`src/rtl/vscale_csr_port_arbiter_if.sv`:
```
// Bus bundle for the CSR port arbiter: core CSR request, HTIF PCR request/response
// channels and the shared CSR-file access port.
interface vscale_csr_port_arbiter_if #(
  parameter int unsigned CSR_ADDR_WIDTH = 12,
  parameter int unsigned CSR_CMD_WIDTH  = 3,
  parameter int unsigned XPR_LEN        = 32,
  parameter int unsigned HTIF_PCR_WIDTH = 64
);
  logic [CSR_CMD_WIDTH-1:0]  core_csr_cmd;
  logic [CSR_ADDR_WIDTH-1:0] core_csr_addr;
  logic [XPR_LEN-1:0]        core_csr_wdata;
  logic [XPR_LEN-1:0]        core_csr_rdata;
  logic                      core_stall;

  logic                      htif_pcr_req_valid;
  logic                      htif_pcr_req_ready;
  logic                      htif_pcr_req_rw;
  logic [CSR_ADDR_WIDTH-1:0] htif_pcr_req_addr;
  logic [HTIF_PCR_WIDTH-1:0] htif_pcr_req_data;
  logic                      htif_pcr_resp_valid;
  logic                      htif_pcr_resp_ready;
  logic [HTIF_PCR_WIDTH-1:0] htif_pcr_resp_data;

  logic [CSR_ADDR_WIDTH-1:0] csr_addr;
  logic [CSR_CMD_WIDTH-1:0]  csr_cmd;
  logic [XPR_LEN-1:0]        csr_wdata;
  logic [XPR_LEN-1:0]        csr_rdata;

  // Arbiter side
  modport slave (
    input  core_csr_cmd, core_csr_addr, core_csr_wdata,
    output core_csr_rdata, core_stall,
    input  htif_pcr_req_valid, htif_pcr_req_rw, htif_pcr_req_addr, htif_pcr_req_data,
    output htif_pcr_req_ready,
    output htif_pcr_resp_valid, htif_pcr_resp_data,
    input  htif_pcr_resp_ready,
    output csr_addr, csr_cmd, csr_wdata,
    input  csr_rdata
  );

  // Pipeline / HTIF / CSR-file side
  modport master (
    output core_csr_cmd, core_csr_addr, core_csr_wdata,
    input  core_csr_rdata, core_stall,
    output htif_pcr_req_valid, htif_pcr_req_rw, htif_pcr_req_addr, htif_pcr_req_data,
    input  htif_pcr_req_ready,
    input  htif_pcr_resp_valid, htif_pcr_resp_data,
    output htif_pcr_resp_ready,
    input  csr_addr, csr_cmd, csr_wdata,
    output csr_rdata
  );
endinterface

```
`src/rtl/vscale_csr_port_arbiter.sv`:
```
// Shares the single CSR-file port between the core pipeline (default owner) and
// buffered HTIF PCR requests, with a bounded-starvation forced grant.
module vscale_csr_port_arbiter #(
  parameter int unsigned STARVE_LIMIT   = 15,
  parameter int unsigned STARVE_CNT_W   = 4,
  parameter int unsigned CSR_ADDR_WIDTH = 12,
  parameter int unsigned CSR_CMD_WIDTH  = 3,
  parameter int unsigned XPR_LEN        = 32,
  parameter int unsigned HTIF_PCR_WIDTH = 64
) (
  input  logic                      clk,
  input  logic                      reset,
  input  logic                      htif_reset,
  vscale_csr_port_arbiter_if.slave  bus
);
  localparam logic [CSR_CMD_WIDTH-1:0] CSR_IDLE   = '0;
  localparam logic [CSR_CMD_WIDTH-1:0] CSR_READ   = CSR_CMD_WIDTH'(4);
  localparam logic [CSR_CMD_WIDTH-1:0] CSR_WRITE  = CSR_CMD_WIDTH'(5);
  localparam logic [STARVE_CNT_W-1:0]  STARVE_MAX = STARVE_CNT_W'(STARVE_LIMIT);

  typedef enum logic [1:0] {IDLE, WAIT_GRANT, RESP} state_e;

  state_e                    state_q, state_d;
  logic [STARVE_CNT_W-1:0]   starve_cnt_q, starve_cnt_d;
  logic                      req_rw_q, req_rw_d;
  logic [CSR_ADDR_WIDTH-1:0] req_addr_q, req_addr_d;
  logic [XPR_LEN-1:0]        req_data_q, req_data_d;
  logic [XPR_LEN-1:0]        resp_data_q, resp_data_d;
  logic                      grant;
  logic                      req_ready;
  logic                      unused_req_hi;

  // Only the low XPR_LEN bits of the host write data reach the CSR file.
  assign unused_req_hi = ^bus.htif_pcr_req_data[HTIF_PCR_WIDTH-1:XPR_LEN];

  always_comb begin
    grant     = (state_q == WAIT_GRANT) && !htif_reset &&
                ((bus.core_csr_cmd == CSR_IDLE) || (starve_cnt_q == STARVE_MAX));
    req_ready = (state_q == IDLE) && !reset;

    bus.csr_cmd    = bus.core_csr_cmd;
    bus.csr_addr   = bus.core_csr_addr;
    bus.csr_wdata  = bus.core_csr_wdata;
    bus.core_stall = 1'b0;
    if (grant) begin
      bus.csr_cmd    = req_rw_q ? CSR_WRITE : CSR_READ;
      bus.csr_addr   = req_addr_q;
      bus.csr_wdata  = req_data_q;
      bus.core_stall = (bus.core_csr_cmd != CSR_IDLE);
    end

    bus.core_csr_rdata      = bus.csr_rdata;
    bus.htif_pcr_req_ready  = req_ready;
    bus.htif_pcr_resp_valid = (state_q == RESP);
    bus.htif_pcr_resp_data  = HTIF_PCR_WIDTH'(resp_data_q);
  end

  always_comb begin
    state_d      = state_q;
    starve_cnt_d = starve_cnt_q;
    req_rw_d     = req_rw_q;
    req_addr_d   = req_addr_q;
    req_data_d   = req_data_q;
    resp_data_d  = resp_data_q;

    unique case (state_q)
      IDLE: begin
        if (bus.htif_pcr_req_valid && req_ready) begin
          req_rw_d     = bus.htif_pcr_req_rw;
          req_addr_d   = bus.htif_pcr_req_addr;
          req_data_d   = bus.htif_pcr_req_data[XPR_LEN-1:0];
          starve_cnt_d = '0;
          state_d      = WAIT_GRANT;
        end
      end
      WAIT_GRANT: begin
        // The read value captured here is the pre-write value for HTIF writes.
        if (grant) begin
          resp_data_d = bus.csr_rdata;
          state_d     = RESP;
        end else if (starve_cnt_q != STARVE_MAX) begin
          starve_cnt_d = starve_cnt_q + STARVE_CNT_W'(1);
        end
      end
      RESP: begin
        if (bus.htif_pcr_resp_ready) state_d = IDLE;
      end
      default: state_d = IDLE;
    endcase

    if (htif_reset) begin
      state_d      = IDLE;
      starve_cnt_d = '0;
      req_rw_d     = 1'b0;
      req_addr_d   = '0;
      req_data_d   = '0;
    end
  end

  always_ff @(posedge clk or posedge reset) begin
    if (reset) begin
      state_q      <= IDLE;
      starve_cnt_q <= '0;
      req_rw_q     <= 1'b0;
      req_addr_q   <= '0;
      req_data_q   <= '0;
      resp_data_q  <= '0;
    end else begin
      state_q      <= state_d;
      starve_cnt_q <= starve_cnt_d;
      req_rw_q     <= req_rw_d;
      req_addr_q   <= req_addr_d;
      req_data_q   <= req_data_d;
      resp_data_q  <= resp_data_d;
    end
  end
endmodule

```
`src/flat_wrapper.sv`:
```
// flat-port wrapper written by rule: the top's interface ports become plain ports
module vscale_csr_port_arbiter_flat 
#(
  parameter int unsigned STARVE_LIMIT   = 15,
  parameter int unsigned STARVE_CNT_W   = 4,
  parameter int unsigned CSR_ADDR_WIDTH = 12,
  parameter int unsigned CSR_CMD_WIDTH  = 3,
  parameter int unsigned XPR_LEN        = 32,
  parameter int unsigned HTIF_PCR_WIDTH = 64
)
  (clk, reset, htif_reset, bus_core_csr_cmd, bus_core_csr_addr, bus_core_csr_wdata, bus_core_csr_rdata, bus_core_stall, bus_htif_pcr_req_valid, bus_htif_pcr_req_rw, bus_htif_pcr_req_addr, bus_htif_pcr_req_data, bus_htif_pcr_req_ready, bus_htif_pcr_resp_valid, bus_htif_pcr_resp_data, bus_htif_pcr_resp_ready, bus_csr_addr, bus_csr_cmd, bus_csr_wdata, bus_csr_rdata);
  vscale_csr_port_arbiter_if #(.CSR_ADDR_WIDTH(CSR_ADDR_WIDTH), .CSR_CMD_WIDTH(CSR_CMD_WIDTH), .XPR_LEN(XPR_LEN), .HTIF_PCR_WIDTH(HTIF_PCR_WIDTH)) bus_i ();
  input  logic clk;
  input  logic reset;
  input  logic htif_reset;
  input wire logic [$bits(bus_i.core_csr_cmd)-1:0] bus_core_csr_cmd;
  input wire logic [$bits(bus_i.core_csr_addr)-1:0] bus_core_csr_addr;
  input wire logic [$bits(bus_i.core_csr_wdata)-1:0] bus_core_csr_wdata;
  output wire logic [$bits(bus_i.core_csr_rdata)-1:0] bus_core_csr_rdata;
  output wire logic [$bits(bus_i.core_stall)-1:0] bus_core_stall;
  input wire logic [$bits(bus_i.htif_pcr_req_valid)-1:0] bus_htif_pcr_req_valid;
  input wire logic [$bits(bus_i.htif_pcr_req_rw)-1:0] bus_htif_pcr_req_rw;
  input wire logic [$bits(bus_i.htif_pcr_req_addr)-1:0] bus_htif_pcr_req_addr;
  input wire logic [$bits(bus_i.htif_pcr_req_data)-1:0] bus_htif_pcr_req_data;
  output wire logic [$bits(bus_i.htif_pcr_req_ready)-1:0] bus_htif_pcr_req_ready;
  output wire logic [$bits(bus_i.htif_pcr_resp_valid)-1:0] bus_htif_pcr_resp_valid;
  output wire logic [$bits(bus_i.htif_pcr_resp_data)-1:0] bus_htif_pcr_resp_data;
  input wire logic [$bits(bus_i.htif_pcr_resp_ready)-1:0] bus_htif_pcr_resp_ready;
  output wire logic [$bits(bus_i.csr_addr)-1:0] bus_csr_addr;
  output wire logic [$bits(bus_i.csr_cmd)-1:0] bus_csr_cmd;
  output wire logic [$bits(bus_i.csr_wdata)-1:0] bus_csr_wdata;
  input wire logic [$bits(bus_i.csr_rdata)-1:0] bus_csr_rdata;
  assign bus_i.core_csr_cmd = bus_core_csr_cmd;
  assign bus_i.core_csr_addr = bus_core_csr_addr;
  assign bus_i.core_csr_wdata = bus_core_csr_wdata;
  assign bus_core_csr_rdata = bus_i.core_csr_rdata;
  assign bus_core_stall = bus_i.core_stall;
  assign bus_i.htif_pcr_req_valid = bus_htif_pcr_req_valid;
  assign bus_i.htif_pcr_req_rw = bus_htif_pcr_req_rw;
  assign bus_i.htif_pcr_req_addr = bus_htif_pcr_req_addr;
  assign bus_i.htif_pcr_req_data = bus_htif_pcr_req_data;
  assign bus_htif_pcr_req_ready = bus_i.htif_pcr_req_ready;
  assign bus_htif_pcr_resp_valid = bus_i.htif_pcr_resp_valid;
  assign bus_htif_pcr_resp_data = bus_i.htif_pcr_resp_data;
  assign bus_i.htif_pcr_resp_ready = bus_htif_pcr_resp_ready;
  assign bus_csr_addr = bus_i.csr_addr;
  assign bus_csr_cmd = bus_i.csr_cmd;
  assign bus_csr_wdata = bus_i.csr_wdata;
  assign bus_i.csr_rdata = bus_csr_rdata;
  vscale_csr_port_arbiter #(.STARVE_LIMIT(STARVE_LIMIT), .STARVE_CNT_W(STARVE_CNT_W), .CSR_ADDR_WIDTH(CSR_ADDR_WIDTH), .CSR_CMD_WIDTH(CSR_CMD_WIDTH), .XPR_LEN(XPR_LEN), .HTIF_PCR_WIDTH(HTIF_PCR_WIDTH)) u_core (.clk(clk), .reset(reset), .htif_reset(htif_reset), .bus(bus_i));
endmodule
```
`config.mk`:
```
export PLATFORM = sky130hd
export DESIGN_NAME = vscale_csr_port_arbiter_flat
export DESIGN_NICKNAME = d
export VERILOG_FILES = /design/src/rtl/vscale_csr_port_arbiter_if.sv /design/src/rtl/vscale_csr_port_arbiter.sv /design/src/flat_wrapper.sv
export SDC_FILE = /design/constraint.sdc
export NUM_CORES = 1
export LEC_CHECK = 0
export CAP_MARGIN = 20
export CORE_MARGIN = 4
export CORE_UTILIZATION = 30
export CTS_BUF_LIST = sky130_fd_sc_hd__clkbuf_4 sky130_fd_sc_hd__clkbuf_8 sky130_fd_sc_hd__clkbuf_16
export CTS_CLUSTER_DIAMETER = 50
export CTS_CLUSTER_SIZE = 28
export DETAILED_ROUTE_END_ITERATION = 12
export PLACE_DENSITY = 0.76
export SYNTH_ARGS = -nofsm -noshare
export SYNTH_HDL_FRONTEND = slang
export SYNTH_SLANG_ARGS = --single-unit
```
`constraint.sdc`:
```
create_clock -name clk -period 2.8 [get_ports clk]
set_input_delay 0.42 -clock clk [delete_from_list [all_inputs] [get_ports clk]]
set_output_delay 0.42 -clock clk [all_outputs]
set_load 0.005 [all_outputs]
```
== Word-level counts from Yosys, hierarchy flattened ==
Index checks and enable logic that the tools add are counted.

* Reduce and logical (&&, ||, !) cells: 17
* Equal/unequal tests: 9
* Muxes and demuxes: 24
* Add/sub/neg operators: 1

{| class="wikitable"
|+ Operators with widths
! kind !! number
|-
| $mux 32 || 4
|-
| $mux 12 || 4
|-
| $mux 4 || 4
|-
| $ne 3x3->1 const B || 3
|-
| $mux 2 || 4
|-
| $pmux 4 s2 || 1
|-
| $ne 3x2->1 const B || 2
|-
| $pmux 2 s3 || 1
|-
| $reduce_bool 3->1 || 2
|-
| $mux 1 || 5
|-
| $add 4x1->4 const B || 1
|-
| $eq 4x4->1 const B || 1
|-
| $logic_and 1x1->1 || 4
|-
| $ne 4x4->1 const B || 1
|-
| $reduce_and 2->1 || 2
|-
| $reduce_and 4->1 || 1
|-
| $reduce_bool 2->1 || 2
|-
| $logic_not 3->1 || 1
|-
| $mux 3 || 1
|-
| $reduce_and 3->1 || 1
|-
| $eq 2x1->1 const B || 1
|-
| $eq 2x2->1 const B || 1
|-
| $logic_not 1->1 || 2
|-
| $logic_not 2->1 || 1
|-
| $logic_or 1x1->1 || 1
|}

* Output and inout bits: 146
* Word-level logic and storage cells: 57
* Bits of input ports: 161
* Bits in registers: 83

== Logic depth before layout (Yosys ltp) ==
* Word-level depth: 6
* Depth in mapped cells: 6
* Gate-level depth less buffers: 4

== Worst setup path after synthesis ==
No wires, ideal clock.

* Path type: input to register
* Start: input port reset
* End: register u_core.req_addr_q[0]
* Arrival time: 3.263 ns
* Required time: 2.679 ns
* Setup time: 0.121 ns
* Path slack: -0.584 ns
* Stages on the path: 4
* Buffers on the path: 1
* Cell sequence: inv_1 > a31oi_1 > clkbuf_1 > a22o_1

* Word-level cells in the longest chain between the ends: 5

{| class="wikitable"
|+ Ends and longest elaborated chain
! item !! line !! source
|-
| start: declaration || flat_wrapper.sv:14 || <nowiki>input logic reset;</nowiki>
|-
| $logic_not 1->1 || vscale_csr_port_arbiter.sv:39 || <nowiki>req_ready = (state_q == IDLE) && !reset;</nowiki>
|-
| $logic_and 1x1->1 || vscale_csr_port_arbiter.sv:39 ||
|-
| $logic_and 1x1->1 || vscale_csr_port_arbiter.sv:68 || <nowiki>if (bus.htif_pcr_req_valid && req_ready) begin</nowiki>
|-
| $reduce_bool 2->1 (no source line) || n/a ||
|-
| $reduce_and 2->1 (no source line) || n/a ||
|-
| end signal: assignment || vscale_csr_port_arbiter.sv:112 || <nowiki>req_addr_q <= req_addr_d;</nowiki>
|-
| end: declaration || vscale_csr_port_arbiter.sv:26 || <nowiki>logic [CSR_ADDR_WIDTH-1:0] req_addr_q, req_addr_d;</nowiki>
|}

No other way between the ends.
A chain may end at the register's enable or synchronous reset.

== Worst setup path in the final report ==
* Start: input port bus_core_csr_cmd[2]
* End: output port bus_csr_wdata[31]

* Word-level cells in the longest chain between the ends: 4

{| class="wikitable"
|+ Ends and longest elaborated chain
! item !! line !! source
|-
| start: declaration || flat_wrapper.sv:16 || <nowiki>input wire logic [$bits(bus_i.core_csr_cmd)-1:0] bus_core_csr_cmd;</nowiki>
|-
| $logic_not 3->1 || vscale_csr_port_arbiter.sv:38 || <nowiki>((bus.core_csr_cmd == CSR_IDLE) || (starve_cnt_q == STARVE_MAX));</nowiki>
|-
| $logic_or 1x1->1 || vscale_csr_port_arbiter.sv:38 ||
|-
| $logic_and 1x1->1 || vscale_csr_port_arbiter.sv:37 || <nowiki>grant = (state_q == WAIT_GRANT) && !htif_reset &&</nowiki>
|-
| $mux 32 || vscale_csr_port_arbiter.sv:45 || <nowiki>if (grant) begin</nowiki>
|-
| end: declaration || flat_wrapper.sv:31 || <nowiki>output wire logic [$bits(bus_i.csr_wdata)-1:0] bus_csr_wdata;</nowiki>
|}

No other way between the ends.

==> impl_metrics.json <==
{
  "cpMostUsedCell": "buf_12",
  "hpwl_microns": 8657,
  "fin_skew_ps": 7.411,
  "startpoint_type": "primary input",
  "netlist_instances": 334,
  "drv_cap": 0,
  "critPathCapture": "bus_csr_wdata[31]",
  "core_sq_mm": 0.01388,
  "chipHeight_microns": 127.1,
  "ys_warn_count": 0,
  "synthSimpleGateAreaFrac_pct": 3.732,
  "synthAdderAreaFrac_pct": 0.2939,
  "io_buffers": 242,
  "synth_area_per_cell_sq_um": 12.75,
  "htreeDepth": 3,
  "synth_ff_type": "dfrtp_1",
  "reg2reg_slack_ps": 730,
  "critical_path.max_stage_delay_ps": 510,
  "drive_gt1_share_pct": 21.44,
  "crit_path_start": "bus_core_csr_cmd[2]",
  "viasPerCell": 4.509,
  "syn_area_sq_mm": 0.004258,
  "pwr_density_cell_mw_per_mm2": 482.2,
  "vias": 3377,
  "synth-seq-area-share_pct": 48.78,
  "period_minus_slack_ps": 2758,
  "grt_pass1_wl_microns": 18650,
  "synth_xor_area_share_pct": 0,
  "rsz0062_at_grt": "true",
  "synth_top_family_by_area": "multiplexers",
  "p_leak_uw": 0.003197,
  "grt_pass1_vias": 3594,
  "max_freq_mhz": 362.6,
  "insertion_delay_ps": 330,
  "path_cells": "clkdlybuf4s50_1, nor3_2, buf_4, o21ai_4, buf_6, buf_12, buf_12, mux2_2, dlygate4sd2_1",
  "synth_compound_area_share_pct": 12.17,
  "final_area_sq_mm": 0.007083,
  "synth_cell_types": 33,
  "clkTransAtPathRegs_ps": 60,
  "diodes": 0,
  "syn2layout_area_growth_pct": 66.35,
  "crit_fanout": 12,
  "vdd_ir_drop_max_v": 0.0003068,
  "ios": 307,
  "run_status": "finished clean",
  "rows": 43,
  "fin_tns_setup_ps": 0,
  "cp-end-kind": "output pin",
  "cp_top_family": "buffers and inverters",
  "synth_edf_count": 0,
  "slew_violations": 0,
  "synth_mux_area_share_pct": 20.10,
  "ys_seq_elements": 83,
  "gp_congestion": 0.7333,
  "regToRegEndpoint": "u_core.resp_data_q[16]",
  "grt_max_degree": 46,
  "cts_tree": "built",
  "setup_viol": 0,
  "dp_slack_ps": -39.97,
  "die_x_microns": 127.1,
  "firstDrtPassIters": 4,
  "path_class": "primary input to output pin",
  "r2r_cells": 5,
  "drcViolationCount": 0,
  "antenna_left": 0,
  "grt_usage_pct": 14.69,
  "nets": 727,
  "worstPathArrival_ps": 2340,
  "die-area_sq_mm": 0.01616,
  "place_area_sq_mm": 0.006554,
  "hold_class": "primary input to asynchronous set/reset pin",
  "cp.required_ps": 2380,
  "n_fill_cell": 1250,
  "fin_crit_sh_pct": 98.50,
  "antenna_found_initial": 0,
  "setup_slack_ps": 41.93,
  "finalHoldViolations": 0,
  "cts.path.max_buffers": 2,
  "r2r-start": "u_core.state_q[1]",
  "clock_sinks": 83,
  "cts_buffers": 9,
  "async_flop_share_pct": 100.0,
  "grt-ovfl-total": 0,
  "start_util_pct": 30.67,
  "drtIter0Drc": 89,
  "cp_num_cells": 9,
  "wl_per_cell_microns": 16.16,
  "crit_buf_inv": 6,
  "slowest_stage": "clkdlybuf4s50_1",
  "routed_wl_microns": 12110,
  "cts-root-buf": "clkbuf_16"
}
[worst reg2reg max path: cells and delay by family, from the launching register on]
family / cells / cell delay (ps)
and+or+nand+nor: 1 / 280
AOI/OAI and AO/OA: 1 / 190
muxes: 1 / 400
buffers and inverters: 2 / 580
DFF: 1 / 500
[per-stage QoR]
step           instances  utilization, %  power [uW]  hold slack (ps)
4_1_cts              746           50.45        3464            454.6
2_1_floorplan        365               -        1705            458.8
5_1_grt              749           51.03        3582            475.5
6_report             749           51.03        3415            455.8
3_5_place_dp         717           47.21        2184            473.8
3_3_place_gp         717           47.21        2165            469.0
[flip-flops by register name, summed over array words and instances, names as in the netlist]
name,flops
u_core.starve_cnt_q,4
u_core.req_data_q,32
u_core.resp_data_q,32
u_core.state_q,2
u_core.req_addr_q,12
u_core.req_rw_q,1
[cell type report]
| class | count | area (sq um) | share of cell area (%) |
|---|---|---|---|
| Multi-Input combinational cell | 195 | 1709 | 24.13 |
| Tap cell | 180 | 225.2 | 3.180 |
| Clock buffer | 10 | 239.0 | 3.374 |
| Sequential cell | 83 | 2078 | 29.34 |
| Clock inverter | 5 | 77.57 | 1.095 |
| Inverter | 3 | 15.01 | 0.2120 |
| Timing Repair Buffer | 273 | 2739 | 38.67 |
[cell families after synthesis]
group | count (synthesis)
simple gates | 24
buf+inv | 87
compound gates | 62
other cells | 1
flops | 83
mux | 76
fa+ha+maj | 1
[cells in the mapped netlist, types with 2 or more instances]
library cell  instances  area share (%)
dfrtp_1              83              49
buf_4                65              11
mux2_2               65              17
a22o_1               46             9.5
mux2_1               11             2.9
buf_2                 7            0.82
buf_6                 7             1.9
a31oi_1               5            0.73
clkbuf_1              5            0.44
a21oi_1               3            0.35
inv_1                 3            0.26
nand2b_1              3            0.44
nor2_1                3            0.26
nor2b_1               3            0.44
nor3_1                3            0.35
o211ai_1              3            0.53
nand3_1               2            0.24
o21ai_0               2            0.24
[metal layers]
metal	wire (microns)	vias up	track usage [%]
met5	0	-	0
met4	191	0	5.489
met3	1059	17	4.390
met2	6075	184	25.68
met1	4779	1587	16.99
li1	-	1589	-
[cell usage in the layout (no fill, tap or decap), types with 2 or more instances in the layout]
| cell | Yosys | final |
|---|---|---|
| buf_6 | 7 | 2 |
| a22o_1 | 46 | 46 |
| a31oi_1 | 5 | 4 |
| conb_1 | 1 | 32 |
| clkbuf_16 | 0 | 9 |
| buf_4 | 65 | 23 |
| o211ai_1 | 3 | 3 |
| clkinvlp_4 | 0 | 2 |
| dlygate4sd2_1 | 0 | 33 |
| buf_16 | 0 | 3 |
| nor3_1 | 3 | 2 |
| nor2_1 | 3 | 3 |
| mux2_2 | 65 | 65 |
| dfrtp_1 | 83 | 82 |
| dlymetal6s2s_1 | 0 | 8 |
| clkinv_2 | 0 | 2 |
| clkdlybuf4s50_1 | 0 | 196 |
| bufinv_16 | 0 | 2 |
| clkdlybuf4s15_1 | 0 | 5 |
| a21oi_1 | 3 | 3 |
| o21ai_0 | 2 | 2 |
| nor2b_1 | 3 | 3 |
| nand3_1 | 2 | 2 |
| nand2b_1 | 3 | 3 |
| inv_1 | 3 | 2 |
| mux2_1 | 11 | 11 |
| buf_12 | 0 | 3 |
[power breakdown]
| part | internal, uW | switching (uW) |
|---|---|---|
| Clock | 797 | 457 |
| Combinational | 530 | 240 |
| Sequential | 1320 | 66.7 |
| Total | 2650 | 764 |
[how the worst min path moves through the flow]
| stage | from | end | slack [ps] | cells past startpoint |
|---|---|---|---|---|
| floorplan | u_core.req_addr_q[0] | u_core.req_addr_q[0] | 460 | 1 |
| global placement | u_core.resp_data_q[31] | u_core.resp_data_q[31] | 470 | 1 |
| detailed placement | u_core.resp_data_q[0] | u_core.resp_data_q[0] | 470 | 1 |
| CTS | reset | u_core.req_addr_q[1] | 450 | 2 |
| global route | reset | u_core.req_addr_q[1] | 480 | 2 |
| finish | reset | u_core.req_addr_q[3] | 460 | 2 |
[repair_timing]
action / CTS / global route
gates cloned: 3 / 0
setup buffers: 11 / 3
resized for setup: 46 / 15
hold buffers: 0 / 0
pin swaps: 1 / 0
setup endpoints to repair: 44 / 13
Power figures use the tool's default switching activity.
